### src/rtl/i2c_pkg.sv
// Shared types and constants for the I2C slave at bus address 7'h20.
package i2c_pkg;

  typedef enum logic [3:0] {
    IDLE      = 4'd0,
    ADDR      = 4'd1,
    ADDR_ACK  = 4'd2,
    PTR       = 4'd3,
    PTR_ACK   = 4'd4,
    WDATA     = 4'd5,
    WDATA_ACK = 4'd6,
    RDATA     = 4'd7,
    RACK      = 4'd8
  } i2c_state_t;

  localparam logic [6:0]  SLAVE_ADDR = 7'h20;
  localparam int unsigned NUM_REGS   = 32;

endpackage

### src/rtl/i2c_bus_timeout.sv
// SCL inactivity counter: saturates one short of TIMEOUT_CYCLES and flags expiry,
// so the owning FSM leaves its state exactly TIMEOUT_CYCLES cycles after the last edge.
module i2c_bus_timeout #(
  parameter int unsigned TIMEOUT_CYCLES = 100000,
  parameter int unsigned TO_W           = 17
) (
  input  logic clk_i,
  input  logic rst_i,
  input  logic clear_i,
  output logic expired_o
);

  localparam logic [TO_W-1:0] LIMIT = TO_W'(TIMEOUT_CYCLES - 1);

  logic [TO_W-1:0] cnt_q;
  logic [TO_W-1:0] cnt_d;

  always_comb begin
    cnt_d = cnt_q;
    if (clear_i) begin
      cnt_d = '0;
    end else if (cnt_q != LIMIT) begin
      cnt_d = cnt_q + TO_W'(1);
    end else begin
      cnt_d = cnt_q;
    end
  end

  always_ff @(posedge clk_i) begin
    if (rst_i) begin
      cnt_q <= '0;
    end else begin
      cnt_q <= cnt_d;
    end
  end

  assign expired_o = (cnt_q == LIMIT);

endmodule

### src/rtl/i2c_slave_ctrl.sv
// Control FSM for the I2C slave: address, pointer, write and read phases with repeated START.
// Optional SCL inactivity abort is built when I2C_BUS_TIMEOUT_EN is defined.
module i2c_slave_ctrl
  import i2c_pkg::*;
#(
  parameter int unsigned TIMEOUT_CYCLES = 100000,
  parameter int unsigned TO_W           = 17
) (
  input  logic clock,
  input  logic reset,
  input  logic start,
  input  logic stop,
  input  logic SCL_posedge,
  input  logic SCL_negedge,
  input  logic bit_done,
  input  logic addr_valid,
  input  logic rw_bit,
  input  logic ack_in,
  output logic clear_start,
  output logic clear_stop,
  output logic count_clear,
  output logic shift_en,
  output logic sel_load,
  output logic sel_inc,
  output logic mem_we,
  output logic send_ack,
  output logic out_en,
  output logic busy
);

  if ((TIMEOUT_CYCLES == 0) || (64'(TIMEOUT_CYCLES) >= (64'd1 << TO_W))) begin : g_bad_cfg
    $error("i2c_slave_ctrl: TIMEOUT_CYCLES must be nonzero and below 2**TO_W");
  end

  i2c_state_t state_q;
  i2c_state_t state_d;
  logic       byte_end;
  logic       to_expired;

  assign byte_end = SCL_negedge & bit_done;

`ifdef I2C_BUS_TIMEOUT_EN
  logic to_clear;
  // start/stop also restart the window so a fresh transaction is never aborted at once
  assign to_clear = (state_q == IDLE) | SCL_posedge | SCL_negedge | start | stop;

  i2c_bus_timeout #(
    .TIMEOUT_CYCLES(TIMEOUT_CYCLES),
    .TO_W          (TO_W)
  ) u_bus_timeout (
    .clk_i    (clock),
    .rst_i    (reset),
    .clear_i  (to_clear),
    .expired_o(to_expired)
  );
`else
  assign to_expired = 1'b0;
`endif

  always_ff @(posedge clock) begin
    if (reset) begin
      state_q <= IDLE;
    end else begin
      state_q <= state_d;
    end
  end

  always_comb begin
    state_d = state_q;
    if (stop) begin
      state_d = IDLE;
    end else if (start) begin
      state_d = ADDR;
    end else if (to_expired) begin
      state_d = IDLE;
    end else begin
      case (state_q)
        IDLE:      state_d = IDLE;
        ADDR:      if (byte_end) state_d = addr_valid ? ADDR_ACK : IDLE;
                   else          state_d = ADDR;
        ADDR_ACK:  if (SCL_negedge) state_d = rw_bit ? RDATA : PTR;
                   else             state_d = ADDR_ACK;
        PTR:       state_d = byte_end ? PTR_ACK : PTR;
        PTR_ACK:   state_d = SCL_negedge ? WDATA : PTR_ACK;
        WDATA:     state_d = byte_end ? WDATA_ACK : WDATA;
        WDATA_ACK: state_d = SCL_negedge ? WDATA : WDATA_ACK;
        RDATA:     state_d = byte_end ? RACK : RDATA;
        RACK:      if (SCL_negedge) state_d = ack_in ? RDATA : IDLE;
                   else             state_d = RACK;
        default:   state_d = IDLE;
      endcase
    end
  end

  // Levels decode the state register; pulses mark only the qualifying cycle.
  always_comb begin
    clear_start = 1'b0;
    clear_stop  = 1'b0;
    count_clear = 1'b0;
    shift_en    = 1'b0;
    sel_load    = 1'b0;
    sel_inc     = 1'b0;
    mem_we      = 1'b0;
    send_ack    = 1'b0;
    out_en      = 1'b0;
    busy        = 1'b0;
    if (reset) begin
      clear_start = 1'b1;
      clear_stop  = 1'b1;
    end else begin
      shift_en = (state_q == ADDR) | (state_q == PTR) | (state_q == WDATA);
      send_ack = (state_q == ADDR_ACK) | (state_q == PTR_ACK) | (state_q == WDATA_ACK);
      out_en   = (state_q == RDATA) & ~byte_end;
      busy     = (state_q != IDLE);
      if (stop) begin
        clear_stop = 1'b1;
      end else if (start) begin
        clear_start = 1'b1;
        count_clear = 1'b1;
      end else if (to_expired) begin
        clear_start = 1'b1;
        clear_stop  = 1'b1;
        send_ack    = 1'b0;
        out_en      = 1'b0;
      end else begin
        case (state_q)
          ADDR_ACK:  count_clear = SCL_negedge;
          PTR:       sel_load    = byte_end;
          PTR_ACK:   count_clear = SCL_negedge;
          WDATA:     mem_we      = byte_end;
          WDATA_ACK: begin
            sel_inc     = SCL_negedge;
            count_clear = SCL_negedge;
          end
          RACK: begin
            sel_inc     = SCL_negedge & ack_in;
            count_clear = SCL_negedge & ack_in;
          end
          default: begin
            count_clear = 1'b0;
          end
        endcase
      end
    end
  end

endmodule

### config.mk
export PLATFORM = sky130hd
export DESIGN_NAME = i2c_slave_ctrl
export DESIGN_NICKNAME = d
export VERILOG_FILES = /design/src/rtl/i2c_pkg.sv /design/src/rtl/i2c_bus_timeout.sv /design/src/rtl/i2c_slave_ctrl.sv
export SDC_FILE = /design/constraint.sdc
export NUM_CORES = 1
export LEC_CHECK = 0
export ABC_AREA = 0
export BUFFER_PORTS_ARGS = -buffer_cell sky130_fd_sc_hd__buf_2
export CORE_AREA = 2 2 39 41
export DETAILED_ROUTE_END_ITERATION = 10
export DIE_AREA = 0 0 41 43
export PLACE_DENSITY = 0.53
export SYNTH_ARGS = -nofsm -noshare
export SYNTH_HDL_FRONTEND = slang
export SYNTH_HIERARCHICAL = 1
export SYNTH_SLANG_ARGS = --single-unit
### constraint.sdc
create_clock -name clock -period 1.7 [get_ports clock]
set_clock_uncertainty 0.1 [all_clocks]
set_input_delay 0.17 -clock clock [delete_from_list [all_inputs] [get_ports clock]]
set_output_delay 0.17 -clock clock [all_outputs]
set_load 0.1 [all_outputs]
-- Yosys cells after proc, flatten, opt, wreduce, memory -nomap -nowiden
Cells that the tools add are included.
- register bits: 4
- output and inout port bits: 10
- equal/unequal tests: 8
- multiplexer cells: 38
- bitwise operators: 8
- reduce and logical (&&, ||, !) cells: 4
- operators with widths (kind ; number):
    case mux 4 bit (8 select lines) ; 1
    2-to-1 mux 1 bit ; 25
    equality test 4 x 3 -> 1 bit (second input constant) ; 4
    2-to-1 mux 3 bit ; 4
    equality test 4 x 2 -> 1 bit (second input constant) ; 2
    2-to-1 mux 2 bit ; 4
    2-to-1 mux 4 bit ; 2
    OR reduction 3 bit ; 2
    equality test 4 x 1 -> 1 bit (second input constant) ; 1
    equality test 4 bit (second input constant) ; 1
    OR 1 bit ; 4
    case mux 1 bit (2 select lines) ; 2
    nonzero test 4 bit ; 1
    bitwise AND 1 bit ; 3
    OR reduction 2 bit ; 1
    inverter 1 bit ; 1

-- Longest topological paths before layout
Gate-level depths: netlist of the first run.
- depth after elaboration: 6
- gate-level depth with buffers: 4

-- Worst setup path before layout of the first run
OpenSTA, ideal clock, no wires.
- path kind: input port to output port
- from: in start
- to: out mem_we
- arrival time: 3.812 ns
- setup slack: -2.382 ns
- stages on the path: 3
- buffers on the path: 1
- cells stage by stage: or3_1 clkbuf_1 nor4b_1
- cells in the longest elaborated chain, start to end: 3
- RTL lines (what ; line ; source):
    from (decl) ; i2c_slave_ctrl.sv:11 ; input logic start,
    2-to-1 mux 1 bit ; i2c_slave_ctrl.sv:117 ; end else if (start) begin
    2-to-1 mux 1 bit ; i2c_slave_ctrl.sv:115 ; if (stop) begin
    2-to-1 mux 1 bit ; i2c_slave_ctrl.sv:107 ; if (reset) begin
    to (decl) ; i2c_slave_ctrl.sv:25 ; output logic mem_we,
No other way between the ends.

-- Final worst setup path of the first run
- from: reg state_q[2]
- to: out sel_inc
- cells in the longest elaborated chain, start to end: 5
- RTL lines (what ; line ; source):
    from (decl) ; i2c_slave_ctrl.sv:35 ; i2c_state_t state_q;
    from (signal assigned) ; i2c_slave_ctrl.sv:64 ; state_q <= state_d;
    equality test 4 bit or equality test 4 x 3 -> 1 bit (tied branches) ; i2c_slave_ctrl.sv:126 ; case (state_q)
    case mux 1 bit (2 select lines) * ; i2c_slave_ctrl.sv:126 ;
    2-to-1 mux 1 bit * ; i2c_slave_ctrl.sv:117 ;
    2-to-1 mux 1 bit * ; i2c_slave_ctrl.sv:115 ;
    2-to-1 mux 1 bit * ; i2c_slave_ctrl.sv:107 ;
    to (decl) ; i2c_slave_ctrl.sv:24 ; output logic sel_inc,
Every way passes the cells marked *; elsewhere a longest branch is shown, timed or not.

==> results.rst, run 1 <==
.. list-table::
   :header-rows: 1

   * - Metric
     - Value
   * - Pwr Density
     - approximately 370 nW/um^2
   * - Die span in y
     - between 40 and 50 um
   * - Number of maximum-capacitance violations
     - 0
   * - Worst supply voltage drop on vdd
     - about 0.00045 V
   * - Worst hold path class
     - in -> reg
   * - Antenna-violating nets left
     - 0
   * - Total number of vias
     - 520
   * - Cell area after layout
     - ~830 sq um
   * - Synthesized-area fraction occupied by and/or/nand/nor cells
     - 0.411
   * - Number of enable-type register cells in the synthesized netlist
     - 0
   * - Combined flip-flop and latch cell area
     - 90.1 sq um
   * - Flip-flop count of the largest register after layout
     - 4
   * - Bufs on Longest Clock Path
     - 2
   * - Site row count
     - 14
   * - Minimum period implied by the final worst setup slack
     - 1.69 ns
   * - Worst Setup Start Kind
     - flop
   * - Drt first pass iters
     - 2
   * - R2R Setup Slk
     - about 0.22 ns
   * - Core Box Area
     - 1380 sq um
   * - Wire length per cell after detailed routing
     - 13.3 um
   * - # fillers
     - about 110
   * - Max_slew headroom
     - 0.680
   * - Cell at the root of the clock tree
     - sky130_fd_sc_hd__clkbuf_4
   * - Fraction of final layout cells with drive strength greater than 1
     - 0.598
   * - Critical path class
     - reg -> out
   * - R2R depth
     - 3
   * - Registers with the most flip-flops
     - state_q (4)
   * - Top_reg_cell synth
     - sky130_fd_sc_hd__dfxtp_1
   * - Slew at the pin closest to its max-slew limit
     - just under 0.5 ns
   * - Synth Area in Compound Gates
     - 0.236
   * - H-tree levels
     - 1
   * - Horizontal extent of the die
     - 41 um
   * - Largest cells by area after synthesis
     - sky130_fd_sc_hd__dfxtp_1, sky130_fd_sc_hd__a21oi_1, sky130_fd_sc_hd__nor2_1
   * - CTS clock-pin slew for the worst setup and hold paths
     - 0.04 ns
   * - Worst min-delay path startpoint
     - start
   * - Inserted Clock Buffers
     - 3
   * - Arrival @ worst endpoint
     - between 1 and 1.5 ns
   * - DRC marker count from the first detailed-route iteration
     - 3
   * - Via count of the first global-routing pass
     - around 460
   * - Final Util
     - 0.598
   * - Total negative slack
     - 0 ns
   * - Number of warnings printed during yosys synthesis
     - 6
   * - Share of synthesized registers carrying an async set or reset
     - 0
   * - P_leak
     - around 0.28 nW
   * - GRT Total Usage
     - 0.167
   * - Die footprint
     - ~1800 sq um
   * - Total area of multi-input combinational cells
     - 405 sq um
   * - Total congestion overflow after global routing
     - 0
   * - Crit Path Max Fanout
     - 8
   * - Endpoint class of the critical path
     - output pin
   * - Share of synthesized area occupied by flip-flops and latches
     - 0.196
   * - Diodes inserted
     - 0
   * - Worst slack after detailed placement
     - between 0.07 and 0.08 ns
   * - Worst reg2reg endpoint
     - state_q[2]$_SDFF_PP0_
   * - Maximum number of pins on one net before global-route repair
     - 10
   * - Biggest cell delay along the critical path
     - ~0.37 ns
   * - Clock insertion delay at the later pin of the skew report
     - around 0.23 ns
   * - Synth top area share
     - 0.196
   * - Endpoints failing setup
     - 0
   * - Placed Cells incl. Taps
     - 92
   * - Net count after synthesis
     - 67
   * - Flops & latches, synth
     - 4
   * - Starting Density
     - 0.295
   * - Commonest cells post-synth
     - sky130_fd_sc_hd__nor2_1, sky130_fd_sc_hd__a21oi_1, sky130_fd_sc_hd__dfxtp_1
   * - # DRC
     - 0
   * - Final Instance Count excl. Fillers
     - roughly 100
   * - RSZ-0062 raised after global routing
     - true
   * - Hold path cells
     - 2
   * - Multiplexer share of the synthesized area
     - 0.0245
   * - I/O pin total
     - 20
   * - Global-route wire length before repair
     - just under 2000 um
   * - Post-Syn Area
     - between 400 and 500 sq um
   * - Vias per cell
     - 5.31
   * - Hold-fix buffers at CTS
     - 0
   * - Distinct cell type count of the synthesized netlist
     - 34
   * - Critical path cell sequence
     - nand4bb_4 -> a21oi_2 -> nor2b_4 -> buf_12
   * - Maximum clock frequency
     - between 500 and 600 MHz
   * - Data required time of the critical path
     - approximately 1.4 ns
   * - Post-detailed-placement half-perimeter wirelength
     - a little under 900 um
   * - Total number of clock tree sinks
     - 4
   * - Port Buffers
     - 18
   * - Dominant combinational cell family by area after synthesis
     - simple AND/OR/NAND/NOR gates
   * - Number of antenna violations at the first check in global routing
     - 0
   * - Hold endpoint
     - state_q[0]$_SDFF_PP0_
   * - Final weighted congestion in routability-driven placement
     - 0.784
   * - Final cycle utilization of the critical path
     - 0.992
   * - Synth area leader
     - sky130_fd_sc_hd__dfxtp_1
   * - Detailed Route WL
     - roughly 1300 um
   * - Layout-stage area growth over the synthesis result
     - 103%
   * - Number of pins exceeding their max-slew limit in the final report
     - 0
   * - Count of nets after finishing
     - 94
   * - Minimum setup slack in the final design
     - around 0.014 ns
   * - Cell with the most instances after synthesis
     - sky130_fd_sc_hd__nor2_1
   * - Placed cell area
     - 741 sq um
   * - Gate count of the mapped netlist
     - 57
   * - Outcome
     - complete, no violations
   * - Fraction of the mapped netlist area in adder cells
     - 0
   * - Clock tree from TritonCTS
     - built
   * - CP Launch Point
     - state_q[2]$_SDFF_PP0_
   * - Register name with the most flops
     - state_q
   * - XOR/XNOR Fraction of Synth Area
     - 0.0429
   * - Start of the worst register-to-register path
     - state_q[0]$_SDFF_PP0_
   * - Mean Syn Cell Area
     - around 7 sq um
   * - Hold violation total from the final report
     - 0
   * - Slowest stage cell on the critical path
     - sky130_fd_sc_hd__dfxtp_4
logic make-up (layout without fill, tap and decap cells):
family | Yosys count | after routing
buffers and inverters | 8 | 33
DFF | 4 | 4
AOI/OAI and AO/OA | 14 | 14
muxes | 1 | 1
and+or+nand+nor | 28 | 28
xor gates and xnor gates | 2 | 2
worst max-delay path, delay by kind of cell, from the launching register on:
family	cells	cell delay [ns]
AND/OR/NAND/NOR	2	0.45
flip-flops	1	0.37
AO/OA/AOI/OAI	1	0.18
buffers and inverters	1	0.18
power breakdown:
group | switching (mW) | internal [mW]
Clock | 0.0371 | 0.0788
Combinational | 0.0685 | 0.0307
Sequential | 0.00194 | 0.0926
Total | 0.108 | 0.202
how the worst max path moves through the flow:
stage | end | slack [ns] | cells past startpoint
final | sel_inc | 0.01 | 4
after global routing | sel_inc | -0.05 | 4
after CTS | mem_we | 0.01 | 3
after detailed placement | mem_we | 0.07 | 4
after global placement | mem_we | 0.07 | 4
after floorplan | mem_we | -0.32 | 3
cell type report:
type,instances,area share
Tap cell,16,0.0242
Multi-Input combinational cell,45,0.490
Clock buffer,3,0.0272
Sequential cell,4,0.109
Timing Repair Buffer,27,0.336
Inverter,3,0.0136
placed cells by master (no fill, tap or decap), types with 3 or more instances in the layout:
cell type,count
sky130_fd_sc_hd__buf_4,9
sky130_fd_sc_hd__clkbuf_4,3
sky130_fd_sc_hd__buf_12,8
sky130_fd_sc_hd__inv_1,3
sky130_fd_sc_hd__buf_2,10
sky130_fd_sc_hd__nor2_1,3
routing by layer:
metal,wire (um),track usage
met5,0,0
met1,572,0.238
met4,27,0.0333
met3,87,0.0995
met2,612,0.213
per-stage QoR:
stage               hold WS [ns]  power [mW]
finish                     0.105       0.310
global route               0.122       0.333
CTS                        0.101       0.318
detailed placement         0.345       0.196
global placement           0.343       0.196
floorplan                  0.206       0.165
timing repair:
item	in CTS	in global routing
endpoints found under the setup margin	1	6
cloned	0	0
setup buffers	0	3
pin swaps	0	4
gates resized for setup	3	5
Power figures use the tool's default switching activity.
==> run 2, diff against run 1 <==
- CELL_PAD_IN_SITES_DETAIL_PLACEMENT: default -> 0
- CELL_PAD_IN_SITES_GLOBAL_PLACEMENT: default -> 2
- CORE_AREA: 2 2 39 41 -> default
- CORE_MARGIN: default -> 10
- CORE_UTILIZATION: default -> 21
- DIE_AREA: 0 0 41 43 -> default
- PLACE_DENSITY: 0.53 -> 0.68
==> results.rst, run 2 (synthesis gave the netlist of run 1 again) <==
.. list-table::
   :header-rows: 1

   * - Metric
     - Value
   * - Outcome
     - complete, no violations
   * - Buffers & Inverters on Critical Path
     - 1 (unchanged)
   * - Largest delay share family, worst path
     - simple AND/OR/NAND/NOR gates
   * - Worst Setup Start Kind
     - flop
   * - Final cycle utilization of the critical path
     - 0.975 (-0.0167)
   * - Fraction of final layout cells with drive strength greater than 1
     - 0.593 (-0.00497)
   * - Register name with the most flops
     - state_q
   * - Bufs on Longest Clock Path
     - 2 (unchanged)
   * - H-tree levels
     - 1 (unchanged)
   * - Critical path class
     - reg -> out
   * - Clock insertion delay at the later pin of the skew report
     - 0.23 ns (about the same)
   * - Die span in y
     - 64.1 um (+49%)
   * - Count of nets after finishing
     - 93 (-1.1%)
   * - Minimum period implied by the final worst setup slack
     - 1.66 ns (-0.0284 ns)
   * - Clock tree from TritonCTS
     - built
   * - RSZ-0062 raised after global routing
     - true
   * - Number of maximum-capacitance violations
     - 0 (unchanged)
   * - Maximum number of pins on one net before global-route repair
     - 12 (+2)
   * - Drt first pass iters
     - 2 (unchanged)
   * - Number of antenna violations at the first check in global routing
     - 0 (unchanged)
   * - Worst supply voltage drop on vdd
     - 0.000194 V (-57%)
   * - Inserted Clock Buffers
     - 3 (unchanged)
   * - Starting Density
     - 0.229 (-0.0660)
   * - Pwr Density
     - 368 nW/um^2 (-1.6%)
   * - Final weighted congestion in routability-driven placement
     - 0.717 (-8.6%)
   * - Diodes inserted
     - 0 (unchanged)
   * - Flip-flop count of the largest register after layout
     - 4 (unchanged)
   * - Die footprint
     - 4100 sq um (+130%)
   * - Cell at the root of the clock tree
     - sky130_fd_sc_hd__clkbuf_4
   * - Global-route wire length before repair
     - 2370 um (+19%)
   * - Via count of the first global-routing pass
     - 510 (+12%)
   * - P_leak
     - 0.277 nW (-1.9%)
   * - Leading cell type in the layout, fill and taps excluded
     - sky130_fd_sc_hd__buf_2
   * - Endpoints failing setup
     - 0 (unchanged)
   * - Arrival @ worst endpoint
     - 1.39 ns (-0.03 ns)
   * - Placed Cells incl. Taps
     - 101 (+9.8%)
   * - Total congestion overflow after global routing
     - 0 (unchanged)
   * - Antenna-violating nets left
     - 0 (unchanged)
   * - CTS clock-pin slew for the worst setup and hold paths
     - 0.04 ns (about the same)
   * - Hold-fix buffers at CTS
     - 0 (unchanged)
   * - Detailed Route WL
     - 1370 um (+5.4%)
   * - Registers with the most flip-flops
     - state_q (4)
   * - Core Box Area
     - 1780 sq um (+29%)
   * - Horizontal extent of the die
     - 64.1 um (+56%)
   * - Post-detailed-placement half-perimeter wirelength
     - 1060 um (+19%)
   * - Number of pins exceeding their max-slew limit in the final report
     - 0 (unchanged)
   * - Final Power
     - 0.310 mW (+0.20%)
   * - Hold violation total from the final report
     - 0 (unchanged)
   * - Commonest non-fill, non-tap cells in the layout
     - sky130_fd_sc_hd__buf_2, sky130_fd_sc_hd__buf_12, sky130_fd_sc_hd__buf_4
   * - Max_slew headroom
     - 0.677 (-0.00287)
   * - Endpoint class of the critical path
     - output pin
   * - Total number of clock tree sinks
     - 4 (unchanged)
   * - Slowest stage cell on the critical path
     - sky130_fd_sc_hd__dfxtp_4
   * - Maximum clock frequency
     - 603 MHz (+1.7%)
   * - Site row count
     - 15 (+1)
   * - GRT Total Usage
     - 0.0692 (-0.0975)
   * - Crit Path Max Fanout
     - 9 (+1)
   * - I/O pin total
     - 20 (unchanged)
   * - Port Buffers
     - 18 (unchanged)
   * - Wire length per cell after detailed routing
     - 12.9 um (-2.6%)
   * - Total number of vias
     - 515 (-0.96%)
   * - Vias per cell
     - 4.86 (-8.4%)
   * - # DRC
     - 0 (unchanged)
   * - Layout-stage area growth over the synthesis result
     - 106%
   * - Worst hold path class
     - in -> reg
   * - Critical path cell sequence
     - nand4b_1 -> nor4b_4 -> buf_12
   * - Slew at the pin closest to its max-slew limit
     - 0.487 ns (+0.00433 ns)
   * - DRC marker count from the first detailed-route iteration
     - 5 (+2)
   * - Final Instance Count excl. Fillers
     - 106 (+8.2%)
   * - Data required time of the critical path
     - 1.43 ns (about the same)
   * - Biggest cell delay along the critical path
     - 0.36 ns (about the same)
run 2: area by class of cell:
cell class              count  area, sq um
clock buffers               3         22.5
flip-flops and latches      4         90.1
inverters                   3         11.3
well taps                  25         31.3
fillers                   179          941
repair buffers             26          274
multi-input cells          45          413
run 2: what timing repair did:
| action | 4_1_cts | 5_1_grt |
|---|---|---|
| gates cloned | 0 | 0 |
| setup buffers | 0 | 2 |
| endpoints found under the setup margin | 2 | 8 |
| gates resized for setup | 5 | 5 |
| endpoints found under the hold margin | 0 | 0 |
| pin swaps | 0 | 2 |
run 2: path summary, 6_finish.rpt:
check	endpoint	slack (ns)	cells after the start	startpoint
hold reg to reg	state_q[2]$_SDFF_PP0_	0.53	3	state_q[1]$_SDFF_PP0_
setup / recovery	mem_we	0.04	3	state_q[1]$_SDFF_PP0_
setup reg to reg	state_q[2]$_SDFF_PP0_	0.18	3	state_q[0]$_SDFF_PP0_
hold / removal	state_q[0]$_SDFF_PP0_	0.11	2	start
run 2: routing by layer:
layer  up-vias  share of wire  track usage
li1        264              -            -
met5         -              0            0
met3         0          0.058       0.0296
met4         0              0       0.0164
met2        17           0.47        0.108
met1       234           0.47       0.0850
run 2: per-stage QoR:
stage	cell area (sq um)	hold WS [ns]	setup WS [ns]	setup TNS, ns	utilization
after global placement	752	0.345	0.0968	0	0.422
final	842	0.108	0.0427	0	0.472
after floorplan	520	0.206	-0.320	-0.961	-
after CTS	810	0.105	0.00633	0	0.454
after detailed placement	752	0.345	0.0811	0	0.422
after global routing	842	0.137	-0.0350	-0.0646	0.472
run 2: power by group:
group,leakage (nW),switching [mW],internal [mW],total (mW)
combinational,0.228,0.0700,0.0318,0.102
clock,0.0138,0.0355,0.0787,0.114
sequential,0.0349,0.00167,0.0926,0.0943
==> run 3, diff against run 2 <==
==> constraint.sdc (replaced) <==
create_clock -name clock -period 1.7 [get_ports clock]
set_clock_uncertainty 0.1 [all_clocks]
set_input_delay 0.085 -clock clock [delete_from_list [all_inputs] [get_ports clock]]
set_output_delay 0.085 -clock clock [all_outputs]
set_load 0.1 [all_outputs]
==> results.rst, run 3 (synthesis gave the netlist of run 1 again) <==
.. list-table::
   :header-rows: 1

   * - Metric
     - Value
   * - Number of antenna violations at the first check in global routing
     - 0 (unchanged)
   * - Grt met3 use
     - 0.0348 (+0.00523)
   * - Arrival @ worst endpoint
     - 1.46 ns (+0.07 ns)
   * - R2R depth
     - 3 (unchanged)
   * - Inserted Clock Buffers
     - 3 (unchanged)
   * - GRT Total Usage
     - 0.0632 (-0.00601)
   * - Count of nets after finishing
     - 90 (-3.2%)
   * - # DRC
     - 0 (unchanged)
   * - Post-detailed-placement half-perimeter wirelength
     - 1070 um (+0.96%)
   * - Commonest non-fill, non-tap cells in the layout
     - sky130_fd_sc_hd__buf_2, sky130_fd_sc_hd__buf_12, sky130_fd_sc_hd__buf_4
   * - Slew at the pin closest to its max-slew limit
     - 0.488 ns (+0.000316 ns)
   * - RSZ-0062 raised after global routing
     - false
   * - Minimum setup slack in the final design
     - 0.0568 ns (+0.0141 ns)
   * - Minimum period implied by the final worst setup slack
     - 1.64 ns (-0.0141 ns)
   * - DRC marker count from the first detailed-route iteration
     - 16 (+11)
   * - Global-route wire length before repair
     - 2130 um (-10%)
   * - Crit Path Max Fanout
     - 9 (unchanged)
   * - Endpoint class of the critical path
     - output pin
   * - Fraction of met2 tracks used by global routing
     - 0.0958 (-0.0124)
   * - Diodes inserted
     - 0 (unchanged)
   * - Final weighted congestion in routability-driven placement
     - 0.729 (+1.7%)
   * - CTS clock-pin slew for the worst setup and hold paths
     - 0.04 ns (about the same)
   * - Layout-stage area growth over the synthesis result
     - 90.5%
   * - Hold-fix buffers at CTS
     - 0 (unchanged)
   * - Wire length per cell after detailed routing
     - 13.4 um (+4.0%)
   * - P_leak
     - 0.259 nW (-6.6%)
   * - Maximum number of pins on one net before global-route repair
     - 16 (+4)
   * - Starting Density
     - 0.229 (unchanged)
   * - Total congestion overflow after global routing
     - 0 (unchanged)
   * - Clock insertion delay at the later pin of the skew report
     - 0.24 ns (about the same)
   * - Drt first pass iters
     - 4 (+2)
   * - Worst Setup Start Kind
     - flop
   * - Register name with the most flops
     - state_q
   * - Port Buffers
     - 18 (unchanged)
   * - GRT Max-Usage Layer
     - met2
   * - Fraction of final layout cells with drive strength greater than 1
     - 0.526 (-0.0670)
   * - Die span in y
     - 64.1 um (unchanged)
   * - Cell area after layout
     - 777 sq um (-7.7%)
   * - Number of pins exceeding their max-slew limit in the final report
     - 0 (unchanged)
   * - Horizontal extent of the die
     - 64.1 um (unchanged)
   * - Total number of clock tree sinks
     - 4 (unchanged)
   * - Clock tree from TritonCTS
     - built
   * - Via count of the first global-routing pass
     - 464 (-9.0%)
   * - Total number of vias
     - 497 (-3.5%)
   * - Placed cell area
     - 729 sq um (-3.0%)
   * - Hold path cells
     - 2 (unchanged)
   * - Met1 track demand over resource
     - 0.0750 (-0.00991)
   * - Maximum clock frequency
     - 609 MHz (+0.86%)
   * - Worst slack after detailed placement
     - 0.196 ns (+0.114 ns)
   * - Flip-flop count of the largest register after layout
     - 4 (unchanged)
   * - Leading cell type in the layout, fill and taps excluded
     - sky130_fd_sc_hd__buf_2
   * - Worst hold path class
     - in -> reg
   * - Critical path class
     - reg -> out
   * - Worst supply voltage drop on vdd
     - 0.000272 V (+40%)
   * - Total negative slack
     - 0 ns (unchanged)
   * - Antenna-violating nets left
     - 0 (unchanged)
   * - Core Box Area
     - 1780 sq um (unchanged)
   * - Data required time of the critical path
     - 1.51 ns (+0.08 ns)
   * - # fillers
     - 189 (+5.6%)
   * - Endpoints failing setup
     - 0 (unchanged)
   * - Vias per cell
     - 4.83 (-0.68%)
   * - Bufs on Longest Clock Path
     - 2 (unchanged)
   * - Die footprint
     - 4100 sq um (unchanged)
   * - Site row count
     - 15 (unchanged)
   * - I/O pin total
     - 20 (unchanged)
   * - Number of maximum-capacitance violations
     - 0 (unchanged)
   * - Detailed Route WL
     - 1380 um (+1.1%)
   * - Number of setup buffers added after CTS
     - 0 (unchanged)
   * - Outcome
     - complete, no violations
   * - Final cycle utilization of the critical path
     - 0.967 (-0.00831)
   * - Hold violation total from the final report
     - 0 (unchanged)
   * - Cell at the root of the clock tree
     - sky130_fd_sc_hd__clkbuf_4
   * - R2R Setup Slk
     - 0.22 ns (+0.04 ns)
   * - H-tree levels
     - 1 (unchanged)
   * - Registers with the most flip-flops
     - state_q (4)
   * - Pwr Density
     - 404 nW/um^2 (+9.5%)
   * - Max_slew headroom
     - 0.677 (about the same)
run 3: worst paths after layout:
path	from	end
max	state_q[3]$_SDFF_PP0_	sel_inc
min	start	state_q[0]$_SDFF_PP0_
max reg2reg	state_q[0]$_SDFF_PP0_	state_q[2]$_SDFF_PP0_
min reg2reg	state_q[1]$_SDFF_PP0_	state_q[2]$_SDFF_PP0_
run 3: layout make-up:
type	instances	area (sq um)	area share
well taps	25	31.3	0.0403
multi-input cells	45	378	0.486
flip-flops and latches	4	86.3	0.111
clock buffers	3	22.5	0.0290
repair buffers	23	248	0.319
inverters	3	11.3	0.0145
run 3: metal layers:
metal,routed length [um],up-vias
met4,0,0
met5,0,-
met1,630,226
li1,-,254
met3,94,0
met2,659,17
run 3: repair_timing:
action                     in CTS  in global routing
setup endpoints to repair       2                  3
resized for setup               2                  4
pin swaps                       0                  2
run 3: report_power, final:
part           internal, mW  switching, mW
sequential           0.0942        0.00155
clock                0.0791         0.0404
combinational        0.0300         0.0685
run 3: worst max-delay path, stage by stage (launching register included):
cell and delay, ns:
sky130_fd_sc_hd__dfxtp_1 0.34, sky130_fd_sc_hd__buf_4 0.18, sky130_fd_sc_hd__nand3b_1 0.18, sky130_fd_sc_hd__a21oi_2 0.17, sky130_fd_sc_hd__nor2b_4 0.18, sky130_fd_sc_hd__buf_12 0.18
run 3: metrics by stage:
stage,util,hold slack (ns),total power [mW],instances
finish,0.436,0.0127,0.314,103
global route,0.436,0.0194,0.329,103
CTS,0.425,0.0142,0.318,103
detailed placement,0.409,0.263,0.196,100
global placement,0.409,0.265,0.196,100
floorplan,-,0.121,0.162,57
